<file path="config.mk">
export PLATFORM = sky130hd
export DESIGN_NAME = seg7_scan_mux
export DESIGN_NICKNAME = d
export VERILOG_FILES = /design/src/rtl/seg7_scan_mux_pkg.sv /design/src/rtl/seg7_scan_mux_decode.sv /design/src/rtl/seg7_scan_mux.sv
export SDC_FILE = /design/constraint.sdc
export NUM_CORES = 1
export LEC_CHECK = 0
export ABC_AREA = 1
export BUFFER_PORTS_ARGS = -buffer_cell sky130_fd_sc_hd__clkbuf_2
export CAP_MARGIN = 5
export CORE_UTILIZATION = 25
export CTS_CLUSTER_DIAMETER = 120
export CTS_CLUSTER_SIZE = 28
export DETAILED_ROUTE_END_ITERATION = 10
export PLACE_DENSITY = 0.42
export SLEW_MARGIN = 20
export SYNTH_ARGS = -nofsm -noshare
export SYNTH_HDL_FRONTEND = slang
export SYNTH_HIERARCHICAL = 1
export SYNTH_SLANG_ARGS = --single-unit
</file>
<file path="constraint.sdc">
create_clock -name CLK -period 4.25 [get_ports CLK]
set_input_delay 0.85 -clock CLK [delete_from_list [all_inputs] [get_ports CLK]]
set_output_delay 0.85 -clock CLK [all_outputs]
set_load 0.005 [all_outputs]
</file>
<file path="src/rtl/seg7_scan_mux_pkg.sv">
// Shared definitions for the 7-segment display blocks.
// Contents:
//   - segment patterns (gfedcba, active-high) for codes 0..F and blank
//   - digit-select active level and the all-off select word
package seg7_scan_mux_pkg;

  typedef logic [3:0] digit_code_t;
  typedef logic [6:0] seg_pat_t;

  localparam seg_pat_t SEG_PAT_0 = 7'h3F;
  localparam seg_pat_t SEG_PAT_1 = 7'h06;
  localparam seg_pat_t SEG_PAT_2 = 7'h5B;
  localparam seg_pat_t SEG_PAT_3 = 7'h4F;
  localparam seg_pat_t SEG_PAT_4 = 7'h66;
  localparam seg_pat_t SEG_PAT_5 = 7'h6D;
  localparam seg_pat_t SEG_PAT_6 = 7'h7D;
  localparam seg_pat_t SEG_PAT_7 = 7'h07;
  localparam seg_pat_t SEG_PAT_8 = 7'h7F;
  localparam seg_pat_t SEG_PAT_9 = 7'h6F;
  localparam seg_pat_t SEG_PAT_A = 7'h77;
  localparam seg_pat_t SEG_PAT_B = 7'h7C;
  localparam seg_pat_t SEG_PAT_C = 7'h39;
  localparam seg_pat_t SEG_PAT_D = 7'h5E;
  localparam seg_pat_t SEG_PAT_E = 7'h79;
  localparam seg_pat_t SEG_PAT_F = 7'h71;
  localparam seg_pat_t SEG_BLANK = 7'h00;

  // Digit selects are active-low on the board.
  localparam logic       SEL_ACTIVE  = 1'b0;
  localparam logic [7:0] SEL_ALL_OFF = 8'hFF;

endpackage

</file>
<file path="src/rtl/seg7_scan_mux_decode.sv">
// seg7_decode: 4-bit code to 7-segment pattern, pure combinational.
// Ports:
//   code   [3:0] in   digit code
//   hex_en       in   1: codes 10..15 show A,b,C,d,E,F; 0: they show blank
//   seg    [6:0] out  segment pattern gfedcba, active-high
module seg7_decode
  import seg7_scan_mux_pkg::*;
(
  input  logic [3:0] code,
  input  logic       hex_en,
  output logic [6:0] seg
);

  always_comb begin
    seg = SEG_BLANK;
    unique case (code)
      4'h0: seg = SEG_PAT_0;
      4'h1: seg = SEG_PAT_1;
      4'h2: seg = SEG_PAT_2;
      4'h3: seg = SEG_PAT_3;
      4'h4: seg = SEG_PAT_4;
      4'h5: seg = SEG_PAT_5;
      4'h6: seg = SEG_PAT_6;
      4'h7: seg = SEG_PAT_7;
      4'h8: seg = SEG_PAT_8;
      4'h9: seg = SEG_PAT_9;
      4'hA: seg = hex_en ? SEG_PAT_A : SEG_BLANK;
      4'hB: seg = hex_en ? SEG_PAT_B : SEG_BLANK;
      4'hC: seg = hex_en ? SEG_PAT_C : SEG_BLANK;
      4'hD: seg = hex_en ? SEG_PAT_D : SEG_BLANK;
      4'hE: seg = hex_en ? SEG_PAT_E : SEG_BLANK;
      4'hF: seg = hex_en ? SEG_PAT_F : SEG_BLANK;
      default: seg = SEG_BLANK;
    endcase
  end

endmodule

</file>
<file path="src/rtl/seg7_scan_mux.sv">
// seg7_scan_mux: N-digit time-multiplexed 7-segment driver.
// Scans double-buffered digit codes onto shared segment/select lines with a
// programmable slot length, dead time between slots, hex/decimal decode and
// leading-zero blanking.
// Ports:
//   CLK        in   system clock
//   RESET      in   asynchronous active-high reset
//   DIGITS     in   4*NUM_DIGITS packed codes, digit 0 = DIGITS[3:0] (leftmost)
//   DP_IN      in   decimal point per digit, 1 = lit
//   LOAD       in   1-cycle strobe, captures DIGITS/DP_IN into staging
//   LZB_EN     in   1 = blank leading zeros
//   SEG_C      out  segments gfedcba, active-high, registered
//   SEG_DP     out  decimal point, active-high, registered
//   SEG_SEL    out  digit selects, active-low, registered; digit i -> bit 7-i
//   FRAME_END  out  high during the cycle of the tick that wraps the slot index
module seg7_scan_mux
  import seg7_scan_mux_pkg::*;
#(
  parameter int unsigned NUM_DIGITS = 2,
  parameter int unsigned SCAN_DIV   = 12500,
  parameter int unsigned DEAD_CYC   = 2,
  parameter int unsigned HEX_MODE   = 1
) (
  input  logic                    CLK,
  input  logic                    RESET,
  input  logic [4*NUM_DIGITS-1:0] DIGITS,
  input  logic [NUM_DIGITS-1:0]   DP_IN,
  input  logic                    LOAD,
  input  logic                    LZB_EN,
  output logic [6:0]              SEG_C,
  output logic                    SEG_DP,
  output logic [7:0]              SEG_SEL,
  output logic                    FRAME_END
);

  localparam int unsigned PW  = (SCAN_DIV > 1) ? $clog2(SCAN_DIV) : 1;
  localparam int unsigned PW1 = PW + 1;
  localparam int unsigned IW  = (NUM_DIGITS > 1) ? $clog2(NUM_DIGITS) : 1;

  localparam logic [PW-1:0] PRESC_LAST = PW'(SCAN_DIV - 1);
  localparam logic [IW-1:0] IDX_LAST   = IW'(NUM_DIGITS - 1);
  localparam logic [PW:0]   DEAD_LIM   = PW1'(DEAD_CYC);
  localparam logic          HEX_EN     = (HEX_MODE != 0);

  // Scan state
  logic [PW-1:0] presc_q, presc_d;
  logic [IW-1:0] idx_q, idx_d;
  logic          tick, wrap;

  // Double buffer
  logic [4*NUM_DIGITS-1:0] stg_dig_q, stg_dig_d;
  logic [NUM_DIGITS-1:0]   stg_dp_q, stg_dp_d;
  logic [4*NUM_DIGITS-1:0] disp_dig_q, disp_dig_d;
  logic [NUM_DIGITS-1:0]   disp_dp_q, disp_dp_d;
  logic                    pend_q, pend_d;

  // Current-slot view of the display buffer
  logic [3:0] cur_code;
  logic       cur_dp;
  logic       cur_blank;
  logic       prefix_zero;
  logic [6:0] dec_seg;
  logic       dead;
  logic [2:0] sel_pos;

  // Output registers
  logic [6:0] seg_c_q, seg_c_d;
  logic       seg_dp_q, seg_dp_d;
  logic [7:0] sel_q, sel_d;

  // ---------------------------------------------------------------------------
  // Prescaler and slot index
  // ---------------------------------------------------------------------------
  always_comb begin
    tick    = (presc_q == PRESC_LAST);
    wrap    = tick && (idx_q == IDX_LAST);
    presc_d = tick ? '0 : presc_q + 1'b1;
    idx_d   = idx_q;
    if (tick) begin
      idx_d = (idx_q == IDX_LAST) ? '0 : idx_q + 1'b1;
    end
  end

  assign FRAME_END = wrap;

  // ---------------------------------------------------------------------------
  // Staging / display buffers. The display only changes on the wrapping tick,
  // so a frame never mixes old and new digits. A LOAD coinciding with the
  // wrapping tick bypasses staging and lands in the display directly.
  // ---------------------------------------------------------------------------
  always_comb begin
    stg_dig_d  = stg_dig_q;
    stg_dp_d   = stg_dp_q;
    disp_dig_d = disp_dig_q;
    disp_dp_d  = disp_dp_q;
    pend_d     = pend_q;

    if (LOAD) begin
      stg_dig_d = DIGITS;
      stg_dp_d  = DP_IN;
    end

    if (wrap) begin
      if (LOAD) begin
        disp_dig_d = DIGITS;
        disp_dp_d  = DP_IN;
        pend_d     = 1'b0;
      end else if (pend_q) begin
        disp_dig_d = stg_dig_q;
        disp_dp_d  = stg_dp_q;
        pend_d     = 1'b0;
      end
    end else if (LOAD) begin
      pend_d = 1'b1;
    end
  end

  // ---------------------------------------------------------------------------
  // Current digit selection and leading-zero detection
  // ---------------------------------------------------------------------------
  always_comb begin
    cur_code = 4'(disp_dig_q >> {idx_q, 2'b00});
    cur_dp   = 1'(disp_dp_q >> idx_q);

    // Digit idx is a leading zero when it and every digit left of it are 0.
    prefix_zero = 1'b1;
    for (int unsigned i = 0; i < NUM_DIGITS; i++) begin
      if (IW'(i) <= idx_q) begin
        prefix_zero = prefix_zero && (4'(disp_dig_q >> (4 * i)) == 4'd0);
      end
    end
    cur_blank = prefix_zero && (idx_q != IDX_LAST);
  end

  seg7_decode u_decode (
    .code   (cur_code),
    .hex_en (HEX_EN),
    .seg    (dec_seg)
  );

  // ---------------------------------------------------------------------------
  // Output next-state: selects are held off for the first DEAD_CYC cycles of
  // each slot so the previous digit's segments do not ghost onto the next.
  // ---------------------------------------------------------------------------
  always_comb begin
    dead    = ({1'b0, presc_q} < DEAD_LIM);
    sel_pos = 3'd7 - 3'(idx_q);
    sel_d   = SEL_ALL_OFF;
    if (!dead) begin
      sel_d[sel_pos] = SEL_ACTIVE;
    end
    seg_c_d  = (LZB_EN && cur_blank) ? SEG_BLANK : dec_seg;
    seg_dp_d = cur_dp;
  end

  // ---------------------------------------------------------------------------
  // Registers
  // ---------------------------------------------------------------------------
  always_ff @(posedge CLK or posedge RESET) begin
    if (RESET) begin
      presc_q    <= '0;
      idx_q      <= '0;
      stg_dig_q  <= '0;
      stg_dp_q   <= '0;
      disp_dig_q <= '0;
      disp_dp_q  <= '0;
      pend_q     <= 1'b0;
      seg_c_q    <= SEG_BLANK;
      seg_dp_q   <= 1'b0;
      sel_q      <= SEL_ALL_OFF;
    end else begin
      presc_q    <= presc_d;
      idx_q      <= idx_d;
      stg_dig_q  <= stg_dig_d;
      stg_dp_q   <= stg_dp_d;
      disp_dig_q <= disp_dig_d;
      disp_dp_q  <= disp_dp_d;
      pend_q     <= pend_d;
      seg_c_q    <= seg_c_d;
      seg_dp_q   <= seg_dp_d;
      sel_q      <= sel_d;
    end
  end

  assign SEG_C   = seg_c_q;
  assign SEG_DP  = seg_dp_q;
  assign SEG_SEL = sel_q;

endmodule

</file>
==> results of run 1 <==
## through the flow
stage / util (%) / std cells
6_report: 28.9 / 456
5_1_grt: 28.9 / 456
4_1_cts: 28.9 / 456
3_5_place_dp: 27.9 / 448
3_3_place_gp: 27.9 / 448
2_1_floorplan: - / 324
## power by group
| part | total (mW) | switching, mW | internal, mW | leakage, nW |
|---|---|---|---|---|
| Clock | 0.271 | 0.155 | 0.116 | 0.0441 |
| Sequential | 0.451 | 0.00283 | 0.448 | 0.584 |
| Combinational | 0.0378 | 0.0267 | 0.0111 | 0.830 |
| Total | 0.760 | 0.185 | 0.575 | 1.46 |
## cell families after synthesis
kind of cell,after synthesis,synth area share [%]
AND/OR/NAND/NOR,200,36.4
buffers and inverters,51,10.2
flip-flops,46,49.0
AO/OA/AOI/OAI,9,2.23
XOR/XNOR,4,1.49
adder cells (fa/ha/maj),1,0.532
other,1,0.159
## cell usage after synthesis, types with 2 or more instances
master      n
buf_4       7
buf_6       3
clkinv_1    2
dfrtp_1    44
dfstp_2     2
inv_1      35
inv_2       3
nand2_1   117
nand2_2     2
nand3_1    18
nand3b_1    2
nand4_1    15
nor2_1     34
nor2_2      2
nor3_1      7
o21ai_0     4
o21bai_1    2
xor2_1      4
## registers in the layout, indices dropped and copies added, names as in the netlist
| name | cells |
|---|---|
| presc_q | 14 |
| disp_dig_q | 8 |
| stg_dig_q | 8 |
| SEG_C | 7 |
| SEG_SEL | 2 |
| disp_dp_q | 2 |
| stg_dp_q | 2 |
| SEG_DP | 1 |
| idx_q | 1 |
| pend_q | 1 |
## cells in the final DEF, fill, tap and decap left out, types with 2 or more instances in the layout
| master | Yosys | final |
|---|---|---|
| conb_1 | 1 | 13 |
| o21ai_0 | 4 | 4 |
| nor3_1 | 7 | 7 |
| clkbuf_2 | 0 | 24 |
| nor2_1 | 34 | 34 |
| inv_1 | 35 | 34 |
| dfstp_2 | 2 | 2 |
| nand2_2 | 2 | 2 |
| nand3_1 | 18 | 18 |
| clkbuf_8 | 0 | 5 |
| nand4_1 | 15 | 15 |
| o21bai_1 | 2 | 2 |
| xor2_1 | 4 | 4 |
| inv_2 | 3 | 3 |
| clkinv_1 | 2 | 2 |
| nor2_2 | 2 | 2 |
| nand3b_1 | 2 | 2 |
| clkinv_2 | 0 | 2 |
| nand2_1 | 117 | 117 |
| dfrtp_1 | 44 | 44 |
## routing by layer
layer | up-vias | routed length, µm
met5 | - | 0
met4 | 0 | 70
met3 | 7 | 151
met2 | 33 | 2070
met1 | 866 | 2700
li1 | 1014 | -
## area by class of cell
type                       instances  area [µm²]  share of cell area (%)
clock buffer                       5        68.8                    2.59
clock inverter                     3        21.3                   0.800
inverter                          40         151                    5.69
multi-input combinational        227        1000                    37.8
sequential                        46        1150                    43.4
tap                              111         139                    5.22
timing repair buffer              24         120                    4.52
## worst max-delay path: stages, from the launching register on
cell	delay [ns]
dfrtp_1	0.76
inv_1	0.27
nor2_1	0.22
clkbuf_2	0.14
## final timing paths
path | start | end | cells past startpoint
max | idx_q | FRAME_END | 3
min | presc_q[0] | presc_q[0] | 1
max reg2reg | idx_q | SEG_C[0] | 7
min reg2reg | presc_q[0] | presc_q[0] | 1
max in group asynchronous | RESET | stg_dp_q[0] | 2
min in group asynchronous | RESET | presc_q[10] | 2
==> flow_summary.yaml, run 1 <==
synthesis:
  ys_warn_count: 6
  ys_ff_latch: 46
  synth_top_flop_cell: "dfrtp_1"
  synth_largest_area_cell: "dfrtp_1"
  syn_avg_cell_area_um2: 7.54
  syn_area_mm2: 0.00235
  syn_inst: 312
  yosys-top-cells-area: "dfrtp_1 47%, nand2_1 19%, inv_1 5.6%"
  synth_top_area_share_pct: 46.8
  ys_types: 27
  yosysSeqAreaShare_pct: 49.0
  async_flop_share_pct: 100
  synth_edf_count: 0
floorplanning:
  die_h_um: 99.0
  rows: 35
  io_pins: 31
  die_area_mm2: 0.00981
  initial_utilization_pct: 25.6
  coreArea_mm2: 0.00920
  die_w_um: 99.0
global_route:
  grt_overflow: 0
  grt_usage_pct: 11.3
  busiest_layer: "met2"
  grt_max_degree: 47
  grt_use_met3_pct: 2.62
  met2_usage_pct: 17.1
  antenna_found_initial: 0
  grt_pass1_vias: 1848
  grt_pass1_wl_um: 8770
  grt_use_met1_pct: 15.8
timing:
  rsz0062_at_grt: "no"
  setup_tns_ns: 0
  fin_ws_ns: 1.70
  min_period_ns: 2.55
  slew_viol_final: 0
  whs_ns: 0.472
  final.setup_skew_ns: 0.0115
  slew_headroom_pct: 42.9
  max_freq_mhz: 393
  finalCritPeriodShare_pct: 59.9
  setup_viol: 0
  worst_pin_slew_ns: 0.847
  finalHoldViolations: 0
worst_setup_path:
  rrSetupSlack_ns: 2.10
  crit_fanout: 20
  endpoint_kind: "primary output"
  critPathArrivalTime_ns: 1.70
  start_kind: "flop"
  path_class: "flop to primary output"
  cp.required_ns: 3.40
placement:
  io_buffers: 24
  dp_slack_ns: 1.99
  place_area_mm2: 0.00257
  hpwl_um: 3660
  finalWeightedCongestion: 0.830
power:
  total_power_mw: 0.760
  p_leak_nw: 1.46
  max-vdd-ir-drop_uv: 112
  p_per_area_mw_per_mm2: 286
finish:
  drive_above_1_share_pct: 13.0
  finalInstanceArea_mm2: 0.00266
  area_growth_pct: 13.0
  final_nets: 359
  insertedDiodeCount: 0
  fillers: 1046
clock_network:
  cts_hold_buf: 0
  cts_tree: "yes"
  path_clk_slew_ns: 0.08
  ctsResizeCount: 0
  cts_setup_buffers: 0
  clockBufferDepth: 2
  clkSinkCount: 46
  cts_buffers: 5
  h-tree-depth: 2
  ctsRootBufferMaster: "clkbuf_8"
  clock_latency_ns: 0.30
routing:
  ant_nets: 0
  drt_drc_violations_left: 0
  post_drt_wl_per_cell_um: 10.9
  first_pass_iters: 4
  drt_iter0_drc: 64
  vias_per_cell: 4.21
  vias: 1920
  wl_um: 4990
outcome:
  status: "finished, final reports clean"
hold_path:
  min_path_type: "flop to flop"
run:
  maxCapViolations: 0
Note: power is estimated with default switching activity, not from simulation.
==> run 2, diff against run 1 <==
==> constraint.sdc (replaced) <==
create_clock -name CLK -period 2.4 [get_ports CLK]
set_input_delay 0.48 -clock CLK [delete_from_list [all_inputs] [get_ports CLK]]
set_output_delay 0.48 -clock CLK [all_outputs]
set_load 0.005 [all_outputs]
==> run 2 against run 1 <==
Combinational power rose by 79%; clock power up 92%; highest routed layer unchanged; worst setup slack lost 1.4 ns; final cell count increased by 0.44%.
==> flow_summary.yaml, run 2 (synthesized netlist as in run 1, its figures left out) <==
outcome:
  status: "finished, final reports clean"
floorplanning:
  die_area_mm2: 0.00981
  die_h_um: 99.0
  die_w_um: 99.0
  initial_utilization_pct: 25.6
  coreArea_mm2: 0.00920
  rows: 35
  io_pins: 31
finish:
  layout_common_cells: "117 x nand2_1, 44 x dfrtp_1, 34 x inv_1, 34 x nor2_1, 24 x clkbuf_2"
  fillers: 1022
  layout_commonest_cell: "nand2_1"
  final_nets: 361
  insertedDiodeCount: 0
  post-route-util_pct: 29.1
  regMostFlops: "presc_q"
  reg_top3: "presc_q: 14 flops, disp_dig_q: 8 flops, stg_dig_q: 8 flops"
  drive_above_1_share_pct: 13.5
  register_area_mm2: 0.00115
  largest_register_ffs: 14
  multi_input_area_mm2: 0.00100
  area_growth_pct: 13.8
clock_network:
  cts_setup_buffers: 0
  clock_latency_ns: 0.31
  cts_hold_buf: 0
  ctsRootBufferMaster: "clkbuf_8"
  cts_tree: "yes"
  h-tree-depth: 2
  path_clk_slew_ns: 0.10
  clkSinkCount: 46
  cts_buffers: 5
  clockBufferDepth: 2
  ctsResizeCount: 0
timing:
  setup_tns_ns: 0
  slew_headroom_pct: 44.4
  finalCritPeriodShare_pct: 88.7
  worst_pin_slew_ns: 0.825
  setup_viol: 0
  slew_viol_final: 0
  rsz0062_at_grt: "no"
  min_period_ns: 2.13
  fin_ws_ns: 0.270
  max_freq_mhz: 470
  whs_ns: 0.297
  final.setup_skew_ns: 0.0144
  finalHoldViolations: 0
worst_setup_path:
  r2r_cells: 8
  endpoint_kind: "primary output"
  critPathArrivalTime_ns: 1.65
  rrSetupSlack_ns: 0.53
  crit_fanout: 4
  cp.required_ns: 1.92
  start_kind: "flop"
  path_class: "flop to primary output"
global_route:
  busiest_layer: "met2"
  grt_max_degree: 47
  grt_usage_pct: 12.1
  grt_use_met1_pct: 16.1
  met2_usage_pct: 20.0
  antenna_found_initial: 0
  grt_overflow: 0
  grt_use_met3_pct: 2.55
  grt_pass1_vias: 1940
  grt_pass1_wl_um: 9490
placement:
  dp_slack_ns: 0.541
  hpwl_um: 3850
  finalWeightedCongestion: 0.791
  io_buffers: 24
routing:
  first_pass_iters: 4
  vias_per_cell: 4.27
  vias: 1957
  drt_iter0_drc: 129
  ant_nets: 0
  drt_drc_violations_left: 0
  post_drt_wl_per_cell_um: 11.5
  wl_um: 5280
power:
  p_per_area_mw_per_mm2: 518
  total_power_mw: 1.39
  p_leak_nw: 1.47
  max-vdd-ir-drop_uv: 219
run:
  maxCapViolations: 0
hold_path:
  min_path_type: "input pin to asynchronous set/reset pin"
-- run 2: cell types whose count changed in the layout (fill, tap and decap cells not counted) --
cell	before	now
buf_4	0	2
clkinv_2	2	0
clkinv_4	1	0
clkinvlp_4	1	0
inv_2	3	4
inv_6	0	3
-- run 2: layer usage --
layer | vias to the layer above | share of wire, % | wire [µm]
li1 | 1014 | - | -
met1 | 898 | 51 | 2680
met2 | 39 | 45 | 2370
met3 | 6 | 3.1 | 165
met4 | 0 | 1.1 | 56
met5 | - | 0 | 0
-- run 2: area by class of cell --
| cell class | instances | share of cell area [%] |
|---|---|---|
| multi-input combinational | 227 | 37.5 |
| clock buffer | 5 | 2.57 |
| inverter | 40 | 5.61 |
| sequential | 46 | 43.1 |
| tap | 111 | 5.19 |
| timing repair buffer | 26 | 5.05 |
| clock inverter | 3 | 0.981 |
-- run 2: power by group --
part | total (mW) | internal, mW | switching [mW]
Sequential | 0.799 | 0.794 | 0.00481
Clock | 0.521 | 0.217 | 0.304
Combinational | 0.0676 | 0.0207 | 0.0469
Total | 1.39 | 1.03 | 0.356
-- run 2: critical path, stage by stage (launching register included) --
cell and delay [ns]:
dfrtp_1 0.40, ha_1 0.21, nand3_1 0.11, nor2_1 0.21, nand2_1 0.15, nor2_1 0.15
clkbuf_2 0.13
-- run 2: final timing paths --
path	startpoint	end
worst max register to register	idx_q	SEG_C[0]
worst max-delay path	presc_q[1]	FRAME_END
worst min register to register	presc_q[0]	presc_q[0]
max in group asynchronous	RESET	SEG_DP
worst min-delay path	RESET	SEG_C[6]
min in group CLK	DP_IN[0]	stg_dp_q[0]
-- run 2: through the flow --
stage,cell area (µm²),cells
2_1_floorplan,2400,324
3_3_place_gp,2580,450
3_5_place_dp,2580,450
4_1_cts,2680,458
5_1_grt,2680,458
6_report,2680,458
